File: src/rtl/lcd_frame_scheduler.sv
// Frame scheduler for the chess-timer character LCD: driver reset, init sequence,
// then two 10-character time lines redrawn on input change or periodic refresh.
module lcd_frame_scheduler #(
    parameter int RST_CYCLES     = 16,
    parameter int REFRESH_CYCLES = 1000000,
    parameter int CNT_W          = 20
) (
    input  logic        clk,
    input  logic        rst,
    input  logic [23:0] time_a,
    input  logic [23:0] time_b,
    input  logic        active_b,
    input  logic        set_mode,
    input  logic        lcd_rdy,
    output logic        lcd_rst,
    output logic        lcd_enb,
    output logic        lcd_oper,
    output logic [7:0]  lcd_data,
    output logic        busy,
    output logic        frame_done
);

    typedef enum logic [2:0] {
        S_DRV_RST,
        S_INIT,
        S_IDLE,
        S_LINE1_ADDR,
        S_LINE1_CHARS,
        S_LINE2_ADDR,
        S_LINE2_CHARS
    } state_t;

    localparam int                RST_W        = $clog2(RST_CYCLES) + 1;
    localparam logic [RST_W-1:0]  RST_LAST     = RST_W'(RST_CYCLES - 1);
    localparam logic [CNT_W-1:0]  REFRESH_LAST = CNT_W'(REFRESH_CYCLES - 1);

    state_t             state_q, state_d;
    logic [RST_W-1:0]   rst_cnt_q, rst_cnt_d;
    logic [3:0]         idx_q, idx_d;
    logic               hold_q, hold_d;
    logic [CNT_W-1:0]   refresh_q, refresh_d;
    logic               snap_vld_q, snap_vld_d;
    logic [23:0]        snap_a_q, snap_a_d;
    logic [23:0]        snap_b_q, snap_b_d;
    logic               snap_act_q, snap_act_d;
    logic               snap_set_q, snap_set_d;
    logic               oper_q, oper_d;
    logic [7:0]         data_q, data_d;

    logic               issue_state;
    logic               fire;
    logic               live_diff;
    logic               frame_start;
    logic               cur_oper;
    logic [7:0]         cur_byte;

    function automatic logic [7:0] digit_char(input logic [3:0] n);
        return (n <= 4'd9) ? (8'h30 + {4'h0, n}) : 8'h3F;
    endfunction

    function automatic logic [7:0] line_char(input logic [23:0] t,
                                             input logic        running,
                                             input logic        set_md,
                                             input logic [3:0]  idx);
        logic [7:0] c;
        case (idx)
            4'd0:    c = set_md ? 8'h2A : (running ? 8'h3E : 8'h20);
            4'd1:    c = 8'h20;
            4'd2:    c = digit_char(t[23:20]);
            4'd3:    c = digit_char(t[19:16]);
            4'd4:    c = 8'h3A;
            4'd5:    c = digit_char(t[15:12]);
            4'd6:    c = digit_char(t[11:8]);
            4'd7:    c = 8'h3A;
            4'd8:    c = digit_char(t[7:4]);
            4'd9:    c = digit_char(t[3:0]);
            default: c = 8'h20;
        endcase
        return c;
    endfunction

    // Byte presented in the current issue cycle; frame bytes come only from the snapshot.
    always_comb begin
        cur_oper = 1'b0;
        cur_byte = 8'h00;
        case (state_q)
            S_INIT: begin
                case (idx_q)
                    4'd0:    cur_byte = 8'h38;
                    4'd1:    cur_byte = 8'h0C;
                    4'd2:    cur_byte = 8'h06;
                    default: cur_byte = 8'h01;
                endcase
            end
            S_LINE1_ADDR:  cur_byte = 8'h80;
            S_LINE1_CHARS: begin
                cur_oper = 1'b1;
                cur_byte = line_char(snap_a_q, !snap_act_q, snap_set_q, idx_q);
            end
            S_LINE2_ADDR:  cur_byte = 8'hC0;
            S_LINE2_CHARS: begin
                cur_oper = 1'b1;
                cur_byte = line_char(snap_b_q, snap_act_q, snap_set_q, idx_q);
            end
            default: begin
                cur_oper = 1'b0;
                cur_byte = 8'h00;
            end
        endcase
    end

    assign issue_state = (state_q == S_INIT) || (state_q == S_LINE1_ADDR) ||
                         (state_q == S_LINE1_CHARS) || (state_q == S_LINE2_ADDR) ||
                         (state_q == S_LINE2_CHARS);
    assign fire        = issue_state && !hold_q && lcd_rdy;
    assign live_diff   = {time_a, time_b, active_b, set_mode} !=
                         {snap_a_q, snap_b_q, snap_act_q, snap_set_q};
    // An empty snapshot forces the first frame after init regardless of input values.
    assign frame_start = (state_q == S_IDLE) &&
                         (!snap_vld_q || live_diff || (refresh_q == REFRESH_LAST));

    // Sequencing advances in the HOLD cycle that follows each issue.
    always_comb begin
        state_d    = state_q;
        rst_cnt_d  = rst_cnt_q;
        idx_d      = idx_q;
        hold_d     = fire;
        refresh_d  = refresh_q;
        snap_vld_d = snap_vld_q;
        snap_a_d   = snap_a_q;
        snap_b_d   = snap_b_q;
        snap_act_d = snap_act_q;
        snap_set_d = snap_set_q;
        oper_d     = oper_q;
        data_d     = data_q;

        case (state_q)
            S_DRV_RST: begin
                if (rst_cnt_q == RST_LAST) begin
                    state_d   = S_INIT;
                    rst_cnt_d = '0;
                    idx_d     = 4'd0;
                end else begin
                    rst_cnt_d = rst_cnt_q + RST_W'(1);
                end
            end
            S_INIT: begin
                if (hold_q) begin
                    if (idx_q == 4'd3) begin
                        state_d = S_IDLE;
                        idx_d   = 4'd0;
                    end else begin
                        idx_d = idx_q + 4'd1;
                    end
                end
            end
            S_IDLE: begin
                if (frame_start) begin
                    state_d    = S_LINE1_ADDR;
                    snap_vld_d = 1'b1;
                    snap_a_d   = time_a;
                    snap_b_d   = time_b;
                    snap_act_d = active_b;
                    snap_set_d = set_mode;
                    refresh_d  = '0;
                    idx_d      = 4'd0;
                end else if (refresh_q != REFRESH_LAST) begin
                    refresh_d = refresh_q + CNT_W'(1);
                end
            end
            S_LINE1_ADDR: begin
                if (hold_q) begin
                    state_d = S_LINE1_CHARS;
                    idx_d   = 4'd0;
                end
            end
            S_LINE1_CHARS: begin
                if (hold_q) begin
                    if (idx_q == 4'd9) begin
                        state_d = S_LINE2_ADDR;
                        idx_d   = 4'd0;
                    end else begin
                        idx_d = idx_q + 4'd1;
                    end
                end
            end
            S_LINE2_ADDR: begin
                if (hold_q) begin
                    state_d = S_LINE2_CHARS;
                    idx_d   = 4'd0;
                end
            end
            S_LINE2_CHARS: begin
                if (hold_q) begin
                    if (idx_q == 4'd9) begin
                        state_d = S_IDLE;
                        idx_d   = 4'd0;
                    end else begin
                        idx_d = idx_q + 4'd1;
                    end
                end
            end
            default: state_d = S_DRV_RST;
        endcase

        if (fire) begin
            oper_d = cur_oper;
            data_d = cur_byte;
        end
    end

    always_ff @(posedge clk) begin
        if (rst) begin
            state_q    <= S_DRV_RST;
            rst_cnt_q  <= '0;
            idx_q      <= 4'd0;
            hold_q     <= 1'b0;
            refresh_q  <= '0;
            snap_vld_q <= 1'b0;
            oper_q     <= 1'b0;
            data_q     <= 8'h00;
        end else begin
            state_q    <= state_d;
            rst_cnt_q  <= rst_cnt_d;
            idx_q      <= idx_d;
            hold_q     <= hold_d;
            refresh_q  <= refresh_d;
            snap_vld_q <= snap_vld_d;
            oper_q     <= oper_d;
            data_q     <= data_d;
        end
    end

    always_ff @(posedge clk) begin
        snap_a_q   <= snap_a_d;
        snap_b_q   <= snap_b_d;
        snap_act_q <= snap_act_d;
        snap_set_q <= snap_set_d;
    end

    assign lcd_rst    = (state_q == S_DRV_RST);
    assign lcd_enb    = fire;
    assign lcd_oper   = fire ? cur_oper : oper_q;
    assign lcd_data   = fire ? cur_byte : data_q;
    assign busy       = (state_q != S_IDLE);
    assign frame_done = (state_q == S_LINE2_CHARS) && hold_q && (idx_q == 4'd9);

endmodule

File: config.mk
export PLATFORM = sky130hd
export DESIGN_NAME = lcd_frame_scheduler
export DESIGN_NICKNAME = d
export VERILOG_FILES = /design/src/rtl/lcd_frame_scheduler.sv
export SDC_FILE = /design/constraint.sdc
export NUM_CORES = 1
export LEC_CHECK = 0
export BUFFER_PORTS_ARGS = -buffer_cell sky130_fd_sc_hd__buf_4
export CORE_UTILIZATION = 52
export DETAILED_ROUTE_END_ITERATION = 7
export PLACE_DENSITY = 0.74
export SKIP_CTS_REPAIR_TIMING = 1
export SLEW_MARGIN = 20
export SYNTH_ARGS = -nofsm -noshare
export SYNTH_HDL_FRONTEND = slang
export SYNTH_SLANG_ARGS = --single-unit
File: constraint.sdc
create_clock -name clk -period 2.97 [get_ports clk]
set_input_delay 0.297 -clock clk [delete_from_list [all_inputs] [get_ports clk]]
set_output_delay 0.297 -clock clk [all_outputs]
set_load 0.02 [all_outputs]
; ---- Word level (Yosys, flattened, before mapping)
; Index checks and enable logic that the tools add are counted.
[classes]
reduce_logical = 24
addsub = 15
mux = 45
n_eq_ne = 32
n_lt_le_gt_ge = 12
[ops]
columns = cell, n
row1 = one-hot mux 7 bit (8 select lines), 2
row2 = adder 6 x 4 -> 7 bit (first input constant), 12
row3 = two-way mux 7 bit, 12
row4 = != test 50 bit, 1
row5 = less-or-equal comparator 4 bit (second input constant), 12
row6 = two-way mux 20 bit, 2
row7 = one-hot mux 8 bit (5 select lines), 1
row8 = two-way mux 3 bit, 10
row9 = two-way mux 4 bit, 7
row10 = two-way mux 5 bit, 5
row11 = one-hot mux 3 bit (7 select lines), 1
row12 = adder 20 x 1 -> 20 bit (second input constant), 1
row13 = == test 20 bit (second input constant), 1
row14 = != test 20 bit (second input constant), 1
row15 = one-hot mux 4 bit (5 select lines), 1
row16 = one-hot mux 6 bit (3 select lines), 1
row17 = == test 4 x 3 -> 1 bit (second input constant), 4
row18 = != test 2 x 1 -> 1 bit (second input constant), 6
row19 = != test 2 bit (second input constant), 6
row20 = AND reduction 10 bit, 1
row21 = == test 3 bit (second input constant), 3
row22 = == test 4 x 2 -> 1 bit (second input constant), 2
row23 = == test 4 bit (second input constant), 2
row24 = two-way mux 8 bit, 1
row25 = 18 further kinds, 33
[word_totals]
out_inout_bits = 13
regBits = 93

; ---- Longest topological paths before layout
[logic_depth]
depth_word = 8
mapped_depth = 11

; ---- Worst setup path after synthesis
; OpenSTA, ideal clock, no wires.
[synth_path]
path_type = register -> register
start = register refresh_q[9]
end = register refresh_q[16]
required_time_ns = 2.851
arrival_time_ns = 3.041
stages_incl_launch_ff = 10
slack_ns = -0.189
setup_ns = 0.119
path_cell_list = dfxtp_1 > nor4bb_1 > nand4_1 > nor3_1 > nor4_2 > a21oi_2 > or2_1 > buf_6 > buf_12 > nor2_4
[synth_between]
elab_chain_cells = 5
[synth_lines]
columns = item, line
row1 = "start, declared", 41  ; logic [CNT_W-1:0] refresh_q, refresh_d;
row2 = "start signal, assigned", 227  ; refresh_q <= refresh_d;
row3 = "parallel branches: the longest is 5 deep, another holds adder 20 x 1 -> 20 bit", --
; Parallel ways; which one is timed is not known. The select of a mux whose other input is x is not followed.
; A chain may end at the register's enable or synchronous reset.

; ---- Final worst setup path
[layout_path]
start = register idx_q[1]
end = output lcd_data[2]
[layout_between]
elab_chain_cells = 5
[layout_lines]
columns = item, line
row1 = "start, declared", 39  ; logic [3:0] idx_q, idx_d;
row2 = "start signal, assigned", 225  ; idx_q <= idx_d;
row3 = == test 4 x 3 -> 1 bit, 66  ; case (idx)
row4 = OR reduction 2 bit (no source line), --
row5 = one-hot mux 7 bit (8 select lines), 66
row6 = one-hot mux 8 bit (5 select lines) (*), 86  ; case (state_q)
row7 = two-way mux 8 bit (*), --
row8 = "end, declared", 18  ; output logic [7:0] lcd_data,
; Every way passes the cells marked *; elsewhere a longest branch is shown, timed or not.

==> impl_metrics.tcl <==
set metrics [dict create \
    ys_ff_latch 93 \
    status "complete, no violations" \
    portBuffers 65 \
    layout.nets 635 \
    critPathRequiredTime_ns 2.67 \
    syn-num-nets 559 \
    synth_async_sr_flop_share 0 \
    sequentialPowerShare 0.536 \
    utilization 0.6376 \
    min_from "time_b[19]" \
    cp.arrival_ns 2.56 \
    antenna_found_initial 0 \
    antenna_left 0 \
    cp_slowest_cell "or3b_2" \
    grt_pass1_vias 4033 \
    dp_slack_ns 0.2780 \
    finClkSkew_ns 0.01633 \
    cts_made_buffers 9 \
    grt_pass1_wl_um 20530 \
    path_class "reg -> out" \
    num_antenna_cells 0 \
    route.detailed.drc 0 \
    synth_area_um2 5011 \
    power.density_nw_per_um2 435.1 \
    cts_sinks 93 \
    timing.setup.tns_ns 0 \
    startpoint_type "flip-flop" \
    switching_share 0.2617 \
    viasPerCell 6.004 \
    syn2layout_area_growth_pct 18.13 \
    drive_above_1_share 0.2045 \
    globalplace.congestion 1.024 \
    seq_area_frac_synth 0.4714 \
    start_util 0.5398 \
    die_y_um 100.2 \
    rsz0062_at_grt "false" \
    synth_edf_count 50 \
    cp-end-kind "primary output" \
    intPower_mw 1.901 \
    combPwrFrac 0.114 \
    ctsLongestPathBuffers 2 \
    wl_per_cell_um 18.39 \
    leakagePower_nw 2.133 \
    dieWidth_um 100.2 \
    insertion_delay_ns 0.37 \
    min_path_type "in -> reg" \
    synth_cell_types 63 \
    dr.pass1.iters 5 \
    cts_tree "done" \
    fillers 806 \
    clockRootBuffer "clkbuf_8" \
    fin_crit_sh 0.9635 \
    seq_area_um2 2364 \
    hold_violations 0 \
    clk_pin_slew_ns 0.11 \
    fmax_mhz 349.5 \
    core-area_um2 9284 \
    grt_max_degree 52 \
    multiInputGateArea_um2 2524 \
    slew_headroom 0.5338 \
    ir_drop_v 0.0003156 \
    synth_ff_type "edfxtp_1" \
    min_period_ns 2.862 \
    drt_iter0_drc 338 \
    cpPeakStageDelay_ns 0.51 \
    r2r-start "snap_b_q[23]$_DFFE_PP_" \
    final_critical_path_setup_slack_ns 0.1085 \
    boundaryPins 66 \
    placementRows 35 \
    dp_hpwl_um 9757 \
    cts.htree.levels 3 \
    drv_slew 0 \
    grt.total_usage 0.2674 \
    p_sw_mw 0.6741 \
    synth_cells 496 \
    crit_path_max_fanout 10 \
    worstSetupStartpoint "idx_q[1]$_SDFFE_PP0P_" \
    worstPathCellList "inv_1 > ha_4 > or3b_2 > or3_1 > o221ai_1 > o311ai_0 > nor2_1 > a221o_1 > buf_4" \
    wl_um 12990 \
    p_clk_frac 0.351 \
    ff2ff_setup_slack_ns 0.21 \
    yosys_warnings 0 \
    cap_violations 0 \
    overflow 0 \
    vias 4239 \
    syn_area_per_cell_um2 10.10 \
    finalSetupViolCount 0 \
    die-area_um2 10030 \
    worst_pin_slew_ns 0.6967 \
]
## layout by cell type, fill, tap and decap left out, drive strengths merged, types with 4 or more instances in the layout
cell type,n
xor2,50
o21a,14
nand4,11
edfxtp,50
xnor2,11
o221ai,4
a32oi,4
nor2b,6
nand3b,4
clkbuf,9
inv,24
ha,10
nand2,26
buf,79
nor3,8
a31oi,4
nand3,12
a21oi,38
and2,11
dfxtp,43
o22ai,15
and3b,5
nor4,12
o21ai,21
nor2,53
## routing by layer
metal,up-vias,routed length [um],global-route usage
li1,1990,-,-
met1,2031,5794,0.3650
met2,186,6007,0.4189
met3,32,829,0.06267
met4,0,354,0.09142
met5,-,0,0
## final cells by class
class                   count  share of cell area
clock buffers               9             0.02093
clock inverters             7             0.01332
inverters                  20             0.01268
multi-input cells         369              0.4263
flip-flops and latches     93              0.3993
well taps                 129             0.02727
repair buffers             79              0.1002
## synthesized netlist by cell type (3+ instances only)
cell,instances,area share
edfxtp_1,50,0.30
xor2_1,50,0.087
dfxtp_1,43,0.17
nor2_1,43,0.032
a21oi_1,37,0.037
nand2_1,26,0.019
o21ai_0,21,0.021
inv_1,18,0.013
o22ai_1,15,0.019
o21a_1,14,0.021
nand3_1,12,0.012
and2_1,11,0.014
nand4_1,11,0.014
xnor2_1,11,0.019
clkbuf_1,10,0.0075
ha_1,10,0.025
nor2_4,10,0.022
nor4_1,10,0.012
nor3_1,8,0.0080
nor2b_1,6,0.0075
and3b_1,5,0.0087
a31oi_1,4,0.0050
a32oi_1,4,0.0070
nand3b_1,4,0.0060
o221ai_1,4,0.0070
a221o_1,3,0.0060
a32o_1,3,0.0060
and3_1,3,0.0037
nand2b_1,3,0.0037
nor4b_1,3,0.0052
o211ai_1,3,0.0045
or3_1,3,0.0037
## flip-flops by register name, summed over array words and instances, names as in the netlist
register,flops
data_q,8
hold_q,1
idx_q,4
oper_q,1
refresh_q,20
rst_cnt_q,5
snap_a_q,24
snap_act_q,1
snap_b_q,24
snap_set_q,1
snap_vld_q,1
state_q,3
## power groups by stage
stage	Clock, mW	Sequential (mW)	Combinational, mW
final	0.904	1.38	0.293
after global routing	0.978	1.38	0.320
after CTS	0.923	1.38	0.287
after detailed placement	0	1.41	0.286
after global placement	0	1.41	0.279
after floorplan	0	1.41	0.164
## final timing paths
kind                            depth (start not counted)                        end
worst max-delay path                                    9                lcd_data[2]
worst min register to register                          2  refresh_q[1]$_SDFFE_PP0P_
worst max register to register                          6     snap_b_q[11]$_DFFE_PP_
worst min-delay path                                    1     snap_b_q[19]$_DFFE_PP_
## cells by family (layout without fill, tap and decap cells)
logic type / count (synthesis) / in the layout / synth area share
multiplexers: 2 / 2 / 0.004245
AND/OR/NAND/NOR: 170 / 170 / 0.1945
AO/OA/AOI/OAI: 126 / 126 / 0.1670
adder cells (fa/ha/maj): 10 / 10 / 0.02497
flip-flops: 93 / 93 / 0.4714
buffers and inverters: 34 / 115 / 0.03121
XOR/XNOR: 61 / 61 / 0.1066
## metrics by stage
stage	instances	instance area (um^2)	hold slack, ns	total power [mW]
floorplan	496	5019	0.3959	1.569
global placement	689	5684	0.4643	1.687
detailed placement	689	5684	0.4678	1.695
CTS	705	5887	0.09379	2.590
global route	706	5919	0.08316	2.679
finish	706	5919	0.1076	2.576
## critical path: cells and delay by family, from the launching register on
family | cells | cell delay (ns)
simple gates | 3 | 1.00
compound gates | 3 | 0.38
flops | 1 | 0.36
buf+inv | 2 | 0.27
fa+ha+maj | 1 | 0.20
(Power assumes the default switching activity.)
